[config.mk]
export PLATFORM = sky130hd
export DESIGN_NAME = kernel_mac_register_file
export DESIGN_NICKNAME = d
export VERILOG_FILES = /design/src/rtl/kmrf_pkg.sv /design/src/rtl/kmrf_mac_unit.sv /design/src/rtl/kernel_mac_register_file.sv
export SDC_FILE = /design/constraint.sdc
export NUM_CORES = 1
export LEC_CHECK = 0
export ABC_AREA = 1
export CORE_ASPECT_RATIO = 0.5
export CORE_MARGIN = 4
export CORE_UTILIZATION = 51
export DETAILED_ROUTE_END_ITERATION = 10
export PLACE_DENSITY_LB_ADDON = 0.1
export SKIP_LAST_GASP = 1
export SLEW_MARGIN = 5
export SYNTH_ARGS = -nofsm -noshare
export SYNTH_HDL_FRONTEND = slang
export SYNTH_SLANG_ARGS = --single-unit
[constraint.sdc]
create_clock -name CLK -period 11.1 [get_ports CLK]
set_input_delay 2.22 -clock CLK [delete_from_list [all_inputs] [get_ports CLK]]
set_output_delay 2.22 -clock CLK [all_outputs]
set_load 0.1 [all_outputs]
[src/rtl/kmrf_pkg.sv]
// Shared types and helpers for the kernel MAC register file.
package kmrf_pkg;

    // MAC sequencer states
    typedef enum logic [1:0] {
        StIdle,
        StRun,
        StDone
    } mac_state_e;

    // Dedicated register indices, counted down from the top of the file
    function automatic int unsigned krow_idx(input int unsigned num_regs);
        return num_regs - 4;
    endfunction

    function automatic int unsigned pix_idx(input int unsigned num_regs);
        return num_regs - 3;
    endfunction

    function automatic int unsigned acc_idx(input int unsigned num_regs);
        return num_regs - 2;
    endfunction

    function automatic int unsigned pc_idx(input int unsigned num_regs);
        return num_regs - 1;
    endfunction

    // Signed range limits for a register of the given width
    function automatic logic signed [127:0] sat_max(input int unsigned bits);
        return (128'sd1 <<< (bits - 1)) - 128'sd1;
    endfunction

    function automatic logic signed [127:0] sat_min(input int unsigned bits);
        return -(128'sd1 <<< (bits - 1));
    endfunction

endpackage

[src/rtl/kmrf_mac_unit.sv]
// One accumulate step: acc + sext(elem) * pix, wrapped or clamped to BITS.
module kmrf_mac_unit
    import kmrf_pkg::*;
#(
    parameter int unsigned BITS     = 24,
    parameter int unsigned EW       = 8,
    parameter int unsigned SATURATE = 0
) (
    input  logic [BITS-1:0] acc_i,
    input  logic [EW-1:0]   elem_i,
    input  logic [BITS-1:0] pix_i,
    output logic [BITS-1:0] acc_o
);

    // Two guard bits above the full product so the sum never overflows internally
    localparam int unsigned SW = 2 * BITS + 2;
    localparam logic signed [SW-1:0] MaxVal = SW'(sat_max(BITS));
    localparam logic signed [SW-1:0] MinVal = SW'(sat_min(BITS));

    logic signed [SW-1:0] acc_ext;
    logic signed [SW-1:0] elem_ext;
    logic signed [SW-1:0] pix_ext;
    logic signed [SW-1:0] sum;

    // Sign-extend, multiply-add, then wrap or clamp
    always_comb begin
        acc_ext  = {{(SW - BITS){acc_i[BITS-1]}}, acc_i};
        elem_ext = {{(SW - EW){elem_i[EW-1]}}, elem_i};
        pix_ext  = {{(SW - BITS){pix_i[BITS-1]}}, pix_i};
        sum      = acc_ext + elem_ext * pix_ext;
        acc_o    = sum[BITS-1:0];
        if (SATURATE != 0) begin
            if (sum > MaxVal) begin
                acc_o = MaxVal[BITS-1:0];
            end else if (sum < MinVal) begin
                acc_o = MinVal[BITS-1:0];
            end
        end
    end

endmodule

[src/rtl/kernel_mac_register_file.sv]
// Register file with a sequential kernel-row multiply-accumulate engine.
module kernel_mac_register_file
    import kmrf_pkg::*;
#(
    parameter int unsigned BITS     = 24,
    parameter int unsigned NUM_REGS = 16,
    parameter int unsigned ELEMS    = 3,
    parameter int unsigned SATURATE = 0,
    localparam int unsigned AW      = $clog2(NUM_REGS)
) (
    input  logic            CLK,
    input  logic            RST,
    input  logic            WRT_ENA,
    input  logic [AW-1:0]   ADDRS_RD,
    input  logic [AW-1:0]   ADDRS_RN,
    input  logic [AW-1:0]   ADDRS_RM,
    input  logic [BITS-1:0] WRT_DATA,
    input  logic [BITS-1:0] PC_DATA,
    input  logic            MAC_START,
    output logic [BITS-1:0] RN_DATA,
    output logic [BITS-1:0] RM_DATA,
    output logic            MAC_BUSY,
    output logic            MAC_DONE
);

    localparam int unsigned EW = BITS / ELEMS;
    localparam int unsigned CW = (ELEMS > 1) ? $clog2(ELEMS) : 1;

    localparam logic [AW-1:0] KrowIdx = AW'(krow_idx(NUM_REGS));
    localparam logic [AW-1:0] PixIdx  = AW'(pix_idx(NUM_REGS));
    localparam logic [AW-1:0] AccIdx  = AW'(acc_idx(NUM_REGS));
    localparam logic [AW-1:0] PcIdx   = AW'(pc_idx(NUM_REGS));
    localparam logic [CW-1:0] LastCnt = CW'(ELEMS - 1);

    logic [BITS-1:0] regs_q [NUM_REGS];
    logic [BITS-1:0] regs_d [NUM_REGS];

    mac_state_e      state_q;
    logic [BITS-1:0] shreg_q;
    logic [BITS-1:0] pix_q;
    logic [CW-1:0]   cnt_q;
    logic            busy_q;
    logic            done_q;

    logic [BITS-1:0] acc_step;
    logic            mac_active;
    logic            wr_protected;

    kmrf_mac_unit #(
        .BITS    (BITS),
        .EW      (EW),
        .SATURATE(SATURATE)
    ) u_mac_unit (
        .acc_i (regs_q[AccIdx]),
        .elem_i(shreg_q[BITS-1 -: EW]),
        .pix_i (pix_q),
        .acc_o (acc_step)
    );

    // Next register contents: PC tracking, architectural write, MAC accumulate
    always_comb begin
        regs_d        = regs_q;
        mac_active    = (state_q != StIdle);
        wr_protected  = (ADDRS_RD == KrowIdx) || (ADDRS_RD == PixIdx) || (ADDRS_RD == AccIdx);
        regs_d[PcIdx] = PC_DATA;
        // MAC operands and accumulator are owned by the engine until it returns to idle
        if (WRT_ENA && !(mac_active && wr_protected)) begin
            regs_d[ADDRS_RD] = WRT_DATA;
        end
        if (state_q == StRun) begin
            regs_d[AccIdx] = acc_step;
        end
    end

    // Register array state
    always_ff @(posedge CLK) begin
        if (RST) begin
            for (int i = 0; i < NUM_REGS; i++) begin
                regs_q[i] <= '0;
            end
        end else begin
            regs_q <= regs_d;
        end
    end

    // MAC sequencer with registered busy/done
    always_ff @(posedge CLK) begin
        if (RST) begin
            state_q <= StIdle;
            shreg_q <= '0;
            pix_q   <= '0;
            cnt_q   <= '0;
            busy_q  <= 1'b0;
            done_q  <= 1'b0;
        end else begin
            case (state_q)
                StIdle: begin
                    done_q <= 1'b0;
                    if (MAC_START) begin
                        // Operands are captured pre-write, so a same-cycle write does not leak in
                        shreg_q <= regs_q[KrowIdx];
                        pix_q   <= regs_q[PixIdx];
                        cnt_q   <= '0;
                        busy_q  <= 1'b1;
                        state_q <= StRun;
                    end
                end
                StRun: begin
                    shreg_q <= shreg_q << EW;
                    cnt_q   <= cnt_q + CW'(1);
                    if (cnt_q == LastCnt) begin
                        busy_q  <= 1'b0;
                        done_q  <= 1'b1;
                        state_q <= StDone;
                    end
                end
                StDone: begin
                    done_q  <= 1'b0;
                    state_q <= StIdle;
                end
                default: begin
                    busy_q  <= 1'b0;
                    done_q  <= 1'b0;
                    state_q <= StIdle;
                end
            endcase
        end
    end

    // Combinational read ports, no write bypass
    always_comb begin
        RN_DATA  = regs_q[ADDRS_RN];
        RM_DATA  = regs_q[ADDRS_RM];
        MAC_BUSY = busy_q;
        MAC_DONE = done_q;
    end

endmodule

# --- Word-level counts from Yosys, hierarchy flattened ---
# Cells that the tools add are included.
word_totals:
  wordCells: 78
  regBits: 438
  input_bits: 64
  out_inout_bits: 50
classes:
  muxes: 21
  magnitude_cmp: 4
  n_bitwise: 5
  reduce_logical: 15
  n_mul: 1
  n_eq_ne: 8
  n_addsub: 2
op_table:
  columns: ["cell", "count"]
  rows:
  - ["384-bit bitwise mux", 1]
  - ["24-bit binary-select mux with 4-bit select", 2]
  - ["24-bit two-way mux", 7]
  - ["24-bit demux with 4-bit select", 1]
  - ["48-bit two-way mux", 1]
  - ["24-bit case mux with 2 select lines", 1]
  - ["24-bit adder", 1]
  - ["8-bit by 24-bit multiplier with 24-bit output", 1]
  - ["5-bit >= comparator (second input constant)", 3]
  - ["4-bit NOT with 5-bit output", 3]
  - ["4-bit equality test (second input constant)", 3]
  - ["2-bit case mux with 2 select lines", 2]
  - ["2-bit two-way mux", 3]
  - ["2-bit AND reduction", 3]
  - ["2-bit nonzero test", 3]
  - ["5-bit by 1-bit < comparator with 1-bit output (second input constant)", 1]
  - ["2-bit equality test (second input constant)", 2]
  - ["1-bit logical AND", 3]
  - ["1-bit case mux with 3 select lines", 1]
  - ["3-bit AND reduction", 1]
  - ["2-bit by 1-bit adder with 2-bit output (second input constant)", 1]
  - ["2-bit by 1-bit equality test with 1-bit output (second input constant)", 1]
  - ["2-bit zero test", 1]
  - ["1-bit logical OR", 2]
  - ["other kinds (6)", 8]

# --- Logic depth before layout (Yosys ltp) ---
# Gate-level depths: netlist (run 1).
logic_depth:
  depth_word: 8
  ltp_mapped: 24
  depth_no_buf: 22

# --- Cells and area by module ---
# Synthesis (run 1) repeated with hierarchy kept, for this count alone.
hier_totals:
  hier_cells: 4145
  area_unflattened_um2: 28426.0
modules_own_cells:
  columns: ["module", "instances", "seq_area_each_um2", "area_each_um2", "cells_per_inst"]
  rows:
  - ["kernel_mac_register_file", 1, 8768.4, 22595.4, 3358]
  - ["kmrf_mac_unit", 1, 0.0, 5830.6, 787]

# --- Worst setup path after synthesis (run 1) ---
# No wires, ideal clock.
synth_path:
  path_type: "input to output"
  from: "input port ADDRS_RM[1]"
  to: "output port RM_DATA[17]"
  path_slack_ps: 3559
  required_time_ps: 8880
  n_path_buf: 3
  path_stages: 7
  arrival_ps: 5321
  path_cell_list: "buf_2 clkbuf_1 clkbuf_1 o21ai_0 a21oi_1 o22ai_1 o21ai_0"
synth_between:
  elab_chain_len: 4
synth_rtl:
  columns: ["item", "line_no", "rtl"]
  rows:
  - ["from (decl)", "kernel_mac_register_file.sv:16", "input logic [AW-1:0] ADDRS_RM,"]
  - ["4-bit NOT with 5-bit output (not written as such)", "kernel_mac_register_file.sv:133", "RM_DATA = regs_q[ADDRS_RM];"]
  - ["24-bit binary-select mux with 4-bit select", "kernel_mac_register_file.sv:133", null]
  - ["24-bit two-way mux (not written as such) (2 in series)", "kernel_mac_register_file.sv:133", null]
  - ["to (decl)", "kernel_mac_register_file.sv:21", "output logic [BITS-1:0] RM_DATA,"]
# Every way passes these cells. The select of a mux whose other input is x is not followed.

# --- Worst setup path after layout (run 1) ---
layout_path:
  from: "input port ADDRS_RM[1]"
  to: "output port RM_DATA[7]"
# The elaborated chain is that of the path after synthesis.

==> impl_metrics.tcl, run 1 <==
set metrics [dict create \
    outcome "completed" \
    cells_along_the_critical_path "buf_6, buf_4, o21ai_0, a21oi_1, o221ai_1, nand2_1, clkdlybuf4s50_1" \
    ios 114 \
    globalRouteOverflowTotal 0 \
    antenna_found_initial 4 \
    syn_area_sq_mm 0.0275 \
    critical_path.max_fanout 103 \
    worstSetupEndpointType "primary output" \
    floorplan.initialDensity 0.522 \
    critical-path-slowest-cell "sky130_fd_sc_hd__clkdlybuf4s50_1" \
    synth-seq-cells 438 \
    worst_slew_pin_slew_ps 1190 \
    max_freq_ghz 0.124 \
    gp_congestion 0.947 \
    post-place-cells 4453 \
    timing.final.crit_share 0.727 \
    cts_num_sinks 438 \
    synth_warnings 0 \
    drt_drc_violations_left 0 \
    core-area_sq_mm 0.0526 \
    placement.io_buffers 113 \
    min_period_ps 8070 \
    ctsHtreeMaxLevel 2 \
    cp.required_ps 8880 \
    p_total_mw 3.87 \
    globalRouteTotalUtil 0.324 \
    postCtsResizedCells 0 \
    worst_ep_arrival_time_ps 5850 \
    synth_enable_flop_cells 0 \
    clock_tree.buffer_depth 3 \
    cpLargestDelayFamily "buffers and inverters" \
    dp_hpwl_mm 62.6 \
    drt_wl_total_mm 96.0 \
    worst_setup_skew_after_layout_ps 16.2 \
    finalSetupViolations 0 \
    cts-root-buf "sky130_fd_sc_hd__clkbuf_16" \
    final_antenna_net_count 0 \
    cts_inserted_buffers 44 \
    drt-wirelength-per-cell_microns 21.2 \
    cts_post_setup_buffers_inserted 0 \
    worst_setup_path_start_kind "input port" \
    path_buf_inv 3 \
    worst_ir_drop_vdd_uv 97.2 \
    path_depth 7 \
    maxCapViolations 0 \
    die_area_sq_mm 0.0579 \
    finalSetupTns_ps 0 \
    drive_above_1_share 0.0399 \
    vias_in_the_first_global_route 24200 \
    worstRegToRegCells 16 \
    cell_depth_of_the_worst_hold_path 1 \
    largest_family_of_logic_cells_by_synthesized_area "compound AO/OA/AOI/OAI gates" \
    postSynthAreaPerCell_sq_um 6.97 \
    yosys.area_share.xor_xnor 0.00223 \
    mostFrequentLayoutCells "sky130_fd_sc_hd__o21ai_0, sky130_fd_sc_hd__a21oi_1, sky130_fd_sc_hd__nand2_1, sky130_fd_sc_hd__inv_1, sky130_fd_sc_hd__dfxtp_1" \
    area_fraction_in_and_or_nand_and_nor_cells_after_synthesis 0.147 \
    fp.dieW_microns 336 \
    synth_cells 3943 \
    vias 27300 \
    via_per_inst 6.01 \
    drt_first_iter_violations 3241 \
    endpoints_failing_hold 0 \
    num-nets-final 4045 \
    mux_contribution_to_synthesized_area 0 \
    power-per-cell-area_mw_per_mm2 130 \
    hold_class "flip-flop to flip-flop" \
    post_layout_nonfiller_instances 4534 \
    post_synth_fa_ha_maj_area_fraction 0.119 \
    synth_cell_type_count 42 \
    area_growth_pct 8.64 \
    cts_hold_buffers 0 \
    path_class "input port to primary output" \
    rsz_0062_raised_after_global_routing "no" \
    synth_seq_area_share 0.319 \
    dominantRegCellSynth "sky130_fd_sc_hd__dfxtp_1" \
    layout_commonest_cell "sky130_fd_sc_hd__o21ai_0" \
    drv_slew 0 \
    clk_transition_reported_paths_ps 70 \
    standby_leakage_power_nw 12.8 \
    detailedRoute.firstPassIterationCount 8 \
    insertion_delay_of_the_later_clocked_pin_in_the_worst_skew_pair_ps 560 \
    synth_async_sr_flop_share 0 \
    grt_pass1_wl_mm 146 \
    floorplan.die.height_microns 172 \
    cts_tree "yes" \
    grt_start_max_net_pins 213 \
    cp_slowest_stage_delay_ps 1150 \
    relSlewSlack 0.207 \
    synth_compound_gate_area_share 0.299 \
    floorplan.rows 59 \
    synth.net_count 4190 \
]
final timing paths:
kind                            startpoint                       to  slack (ps)
setup / recovery               ADDRS_RM[1]               RM_DATA[7]        3030
hold / removal       cnt_q[0]$_SDFFE_PP0P_    cnt_q[0]$_SDFFE_PP0P_         460
setup reg to reg  shreg_q[23]$_SDFFE_PP0P_  regs_q[42]$_SDFFE_PP0P_        5650
hold reg to reg      cnt_q[0]$_SDFFE_PP0P_    cnt_q[0]$_SDFFE_PP0P_         460
where the power goes:
part	internal, mW	switching (mW)	leakage, nW
registers	1.62	0.0436	3.55
clock network	0.874	0.662	0.707
logic	0.167	0.511	8.55
total	2.66	1.22	12.8
cell usage after synthesis (3+ instances only):
master / instances / area (sq um)
sky130_fd_sc_hd__buf_4: 3 / 22.5
sky130_fd_sc_hd__nand3_1: 184 / 921
sky130_fd_sc_hd__nand2_2: 3 / 18.8
sky130_fd_sc_hd__nand2_4: 3 / 33.8
sky130_fd_sc_hd__nor2_1: 250 / 938
sky130_fd_sc_hd__o21ai_1: 4 / 20.0
sky130_fd_sc_hd__xnor2_1: 4 / 35.0
sky130_fd_sc_hd__ha_1: 52 / 651
sky130_fd_sc_hd__clkinv_1: 6 / 22.5
sky130_fd_sc_hd__a22oi_1: 8 / 60.1
sky130_fd_sc_hd__o21ai_0: 716 / 3580
sky130_fd_sc_hd__o221ai_1: 49 / 429
sky130_fd_sc_hd__inv_2: 6 / 22.5
sky130_fd_sc_hd__nor2_2: 5 / 31.3
sky130_fd_sc_hd__a31oi_1: 16 / 100
sky130_fd_sc_hd__clkbuf_2: 10 / 50.1
sky130_fd_sc_hd__buf_2: 65 / 325
sky130_fd_sc_hd__a21o_1: 3 / 22.5
sky130_fd_sc_hd__clkbuf_1: 242 / 908
sky130_fd_sc_hd__o22ai_1: 18 / 113
sky130_fd_sc_hd__or2_2: 3 / 18.8
sky130_fd_sc_hd__nand2_1: 507 / 1900
sky130_fd_sc_hd__a21oi_1: 636 / 3180
sky130_fd_sc_hd__nor2_4: 8 / 90.1
sky130_fd_sc_hd__inv_1: 443 / 1660
sky130_fd_sc_hd__nand4_1: 5 / 31.3
sky130_fd_sc_hd__xor2_1: 3 / 26.3
sky130_fd_sc_hd__dfxtp_1: 438 / 8770
sky130_fd_sc_hd__buf_1: 20 / 75.1
sky130_fd_sc_hd__buf_6: 3 / 33.8
sky130_fd_sc_hd__o211ai_1: 85 / 638
sky130_fd_sc_hd__fa_1: 131 / 2620
sequential cells by signal, indices dropped and copies added, names as in the netlist:
| signal | flops |
|---|---|
| MAC_BUSY | 1 |
| MAC_DONE | 1 |
| cnt_q | 2 |
| pix_q | 24 |
| regs_q | 384 |
| shreg_q | 24 |
| state_q | 2 |
worst register-to-register path: stages, from the launching register on:
cell                      delay (ps)
sky130_fd_sc_hd__dfxtp_1         490
sky130_fd_sc_hd__inv_1           360
sky130_fd_sc_hd__or2_2           400
sky130_fd_sc_hd__fa_1            460
sky130_fd_sc_hd__fa_1            510
sky130_fd_sc_hd__inv_1            60
sky130_fd_sc_hd__fa_1            460
sky130_fd_sc_hd__fa_1            530
sky130_fd_sc_hd__fa_1            420
sky130_fd_sc_hd__ha_1            360
sky130_fd_sc_hd__a21oi_1         230
sky130_fd_sc_hd__o21ai_0         160
sky130_fd_sc_hd__a21oi_1         280
sky130_fd_sc_hd__o21ai_0         190
sky130_fd_sc_hd__or2_2           300
sky130_fd_sc_hd__nand3_1          70
sky130_fd_sc_hd__nand2_1          60
kinds of logic after synthesis:
group / count (synthesis)
and+or+nand+nor: 973
AOI/OAI and AO/OA: 1542
xor gates and xnor gates: 7
buffers and inverters: 800
DFF: 438
adders and majority gates: 183
final cells by class:
class                   instances  area (sq um)
clock inverters                16           169
well taps                     701           877
diodes                          3          7.51
multi-input cells            2705         15600
flip-flops and latches        438          8770
inverters                     457          1730
clock buffers                  62          1280
fillers                      5010         22800
repair buffers                152          1450
routing by layer:
| layer | up-vias | track usage | part of all wire |
|---|---|---|---|
| li1 | 12900 | - | - |
| met1 | 12900 | 0.482 | 0.45 |
| met2 | 1266 | 0.483 | 0.42 |
| met3 | 164 | 0.0470 | 0.10 |
| met4 | 2 | 0.103 | 0.031 |
| met5 | - | 0 | 0.00014 |
per-stage QoR:
stage | utilization | area (sq um) | setup WS [ps] | hold WS, ps
2_1_floorplan | - | 27500 | 3560 | 426
3_3_place_gp | 0.539 | 28400 | 3160 | 444
3_5_place_dp | 0.539 | 28400 | 3150 | 452
4_1_cts | 0.567 | 29800 | 3160 | 461
5_1_grt | 0.567 | 29800 | 2950 | 486
6_report | 0.567 | 29900 | 3030 | 462
Note: power is estimated with default switching activity, not from simulation.
==> run 2: changes to the inputs <==
==> constraint.sdc (replaced) <==
create_clock -name CLK -period 7.42 [get_ports CLK]
set_input_delay 1.484 -clock CLK [delete_from_list [all_inputs] [get_ports CLK]]
set_output_delay 1.484 -clock CLK [all_outputs]
set_load 0.1 [all_outputs]
==> run 2 against run 1 <==
Clock power is 47% higher. Critical endpoint is now RM_DATA[5]. Clock-buffer cell count grew 6. Register-to-register slack lost 3700 ps. Highest routed layer unchanged. Clock skew fell by 6.9 ps. Largest cell class unchanged. Sequential share of layout area up 0.095 points.
==> impl_metrics.tcl, run 2 (synthesis gave the netlist of run 1 again) <==
set metrics [dict create \
    worst_slew_pin_slew_ps 1140 \
    via_per_inst 6.00 \
    clk_transition_reported_paths_ps 60 \
    drt-wirelength-per-cell_microns 21.2 \
    drt_first_iter_violations 3389 \
    cp.required_ps 5940 \
    whs_ps 454 \
    finalSetupViolations 0 \
    mostFrequentLayoutCells "sky130_fd_sc_hd__o21ai_0, sky130_fd_sc_hd__a21oi_1, sky130_fd_sc_hd__nand2_1, sky130_fd_sc_hd__inv_1, sky130_fd_sc_hd__dfxtp_1" \
    placement.io_buffers 113 \
    floorplan.die.height_microns 172 \
    standby_leakage_power_nw 12.9 \
    ctsHtreeMaxLevel 2 \
    fp.dieW_microns 336 \
    worst_setup_path_start_kind "input port" \
    fin_util 0.565 \
    antenna_found_initial 4 \
    drt_wl_total_mm 96.3 \
    layout_top_registers "regs_q x384, pix_q x24, shreg_q x24" \
    multi_input_area_sq_mm 0.0156 \
    holdPathEnd "cnt_q[0]$_SDFFE_PP0P_" \
    worstSetupEndpointType "primary output" \
    cts_hold_buffers 0 \
    max_freq_ghz 0.166 \
    clock_tree.buffer_depth 3 \
    dp_hpwl_mm 64.5 \
    gp_congestion 0.949 \
    globalRouteOverflowTotal 0 \
    worstRegToRegCells 17 \
    cts_tree "yes" \
    nFillCells 5024 \
    ios 114 \
    worstReg2RegStart "shreg_q[17]$_SDFFE_PP0P_" \
    largest_reg_flops 384 \
    cp_slowest_stage_delay_ps 1200 \
    postCtsResizedCells 0 \
    cts_post_setup_buffers_inserted 0 \
    critical-path-slowest-cell "sky130_fd_sc_hd__clkdlybuf4s50_1" \
    vias_in_the_first_global_route 24500 \
    power-per-cell-area_mw_per_mm2 194 \
    cts_inserted_buffers 43 \
    cell_depth_of_the_worst_hold_path 1 \
    max_flop_register "regs_q" \
    min_period_ps 6040 \
    outcome "completed" \
    worst_ir_drop_vdd_uv 182 \
    p_total_mw 5.76 \
    critical_path.max_fanout 37 \
    cells_along_the_critical_path "buf_2, inv_2, nand2_1, o22ai_1, o21ai_0, clkdlybuf4s50_1" \
    cts-root-buf "sky130_fd_sc_hd__clkbuf_16" \
    path_class "input port to primary output" \
    placement.setup.worst_slack_ps 1480 \
    vias 27200 \
    core-area_sq_mm 0.0526 \
    path_buf_inv 3 \
    postLayoutSetupSlackWorst_ps 1380 \
    cts_num_sinks 438 \
    detailedRoute.firstPassIterationCount 6 \
    die_area_sq_mm 0.0579 \
    drive_above_1_share 0.0514 \
    drv_slew 0 \
    grt_pass1_wl_mm 146 \
    maxCapViolations 0 \
    finalSetupTns_ps 0 \
    area_growth_pct 8.29 \
    regToRegEndpoint "regs_q[42]$_SDFFE_PP0P_" \
    worst_ep_arrival_time_ps 4560 \
    relSlewSlack 0.239 \
    worst_setup_skew_after_layout_ps 9.29 \
    rsz_0062_raised_after_global_routing "no" \
    rrSetupSlack_ps 1910 \
    endpoints_failing_hold 0 \
    hold_class "flip-flop to flip-flop" \
    timing.final.crit_share 0.814 \
    insertion_delay_of_the_later_clocked_pin_in_the_worst_skew_pair_ps 550 \
    final_antenna_net_count 0 \
    drt_drc_violations_left 0 \
    layout_commonest_cell "sky130_fd_sc_hd__o21ai_0" \
    num-nets-final 4048 \
    hold_path_startpoint "cnt_q[0]$_SDFFE_PP0P_" \
    globalRouteTotalUtil 0.326 \
    cpLargestDelayFamily "buffers and inverters" \
    seqCellArea_sq_mm 0.00877 \
    floorplan.initialDensity 0.522 \
    floorplan.rows 59 \
    grt_start_max_net_pins 206 \
]
==> run 2: changes by cell type in the layout (fill, tap and decap cells not counted), sizes merged <==
cell,previous run,this run
clkinvlp,4,1
clkbuf,62,68
clkdlybuf4s50,106,62
bufinv,3,2
buf,46,94
clkinv,13,10
diode,3,4
==> run 2: worst max-delay path by stage <==
stage | startpoint | to | slack (ps) | depth (start not counted)
finish | ADDRS_RM[2] | RM_DATA[5] | 1380 | 6
global route | ADDRS_RM[2] | RM_DATA[5] | 1340 | 6
CTS | ADDRS_RM[2] | RM_DATA[5] | 1480 | 6
detailed placement | ADDRS_RM[2] | RM_DATA[5] | 1480 | 6
global placement | ADDRS_RM[2] | RM_DATA[5] | 1590 | 6
floorplan | ADDRS_RM[1] | RM_DATA[17] | 1350 | 7
==> run 2: layout make-up <==
type | instances | area share
well taps | 701 | 0.0295
clock inverters | 9 | 0.00328
flip-flops and latches | 438 | 0.295
clock buffers | 68 | 0.0448
repair buffers | 156 | 0.0459
diodes | 4 | 0.000336
multi-input cells | 2705 | 0.523
inverters | 457 | 0.0581
==> run 2: power breakdown <==
part / internal [mW] / leakage (nW) / total (mW) / switching, mW
logic: 0.242 / 8.62 / 1.01 / 0.767
registers: 2.42 / 3.55 / 2.48 / 0.0650
clock network: 1.30 / 0.706 / 2.27 / 0.973
total: 3.96 / 12.9 / 5.76 / 1.81
==> run 2: through the flow <==
step           area, sq um  instances
6_report             29800       4538
3_3_place_gp         28300       4457
5_1_grt              29700       4536
4_1_cts              29700       4534
2_1_floorplan        27500       3943
3_5_place_dp         28300       4457
==> run 2: routing by layer <==
| metal | share of wire | track usage | vias up | wire length, microns |
|---|---|---|---|---|
| met4 | 0.038 | 0.119 | 2 | 3630 |
| li1 | - | - | 12900 | - |
| met1 | 0.43 | 0.462 | 12900 | 41600 |
| met5 | 0.00015 | 0 | - | 14 |
| met3 | 0.10 | 0.0594 | 190 | 9680 |
| met2 | 0.43 | 0.498 | 1286 | 41400 |
==> run 2: worst register-to-register path: stages (launching register included) <==
cell and delay (ps):
sky130_fd_sc_hd__dfxtp_1 1020, sky130_fd_sc_hd__nand2_1 180, sky130_fd_sc_hd__fa_1 510, sky130_fd_sc_hd__inv_1 50, sky130_fd_sc_hd__fa_1 500, sky130_fd_sc_hd__inv_1 60
sky130_fd_sc_hd__fa_1 530, sky130_fd_sc_hd__inv_1 50, sky130_fd_sc_hd__fa_1 400, sky130_fd_sc_hd__fa_1 490, sky130_fd_sc_hd__ha_1 360, sky130_fd_sc_hd__a21oi_1 210
sky130_fd_sc_hd__o21ai_0 160, sky130_fd_sc_hd__a21oi_1 270, sky130_fd_sc_hd__o21ai_0 200, sky130_fd_sc_hd__or2_2 310, sky130_fd_sc_hd__nand3_1 70, sky130_fd_sc_hd__nand2_1 60
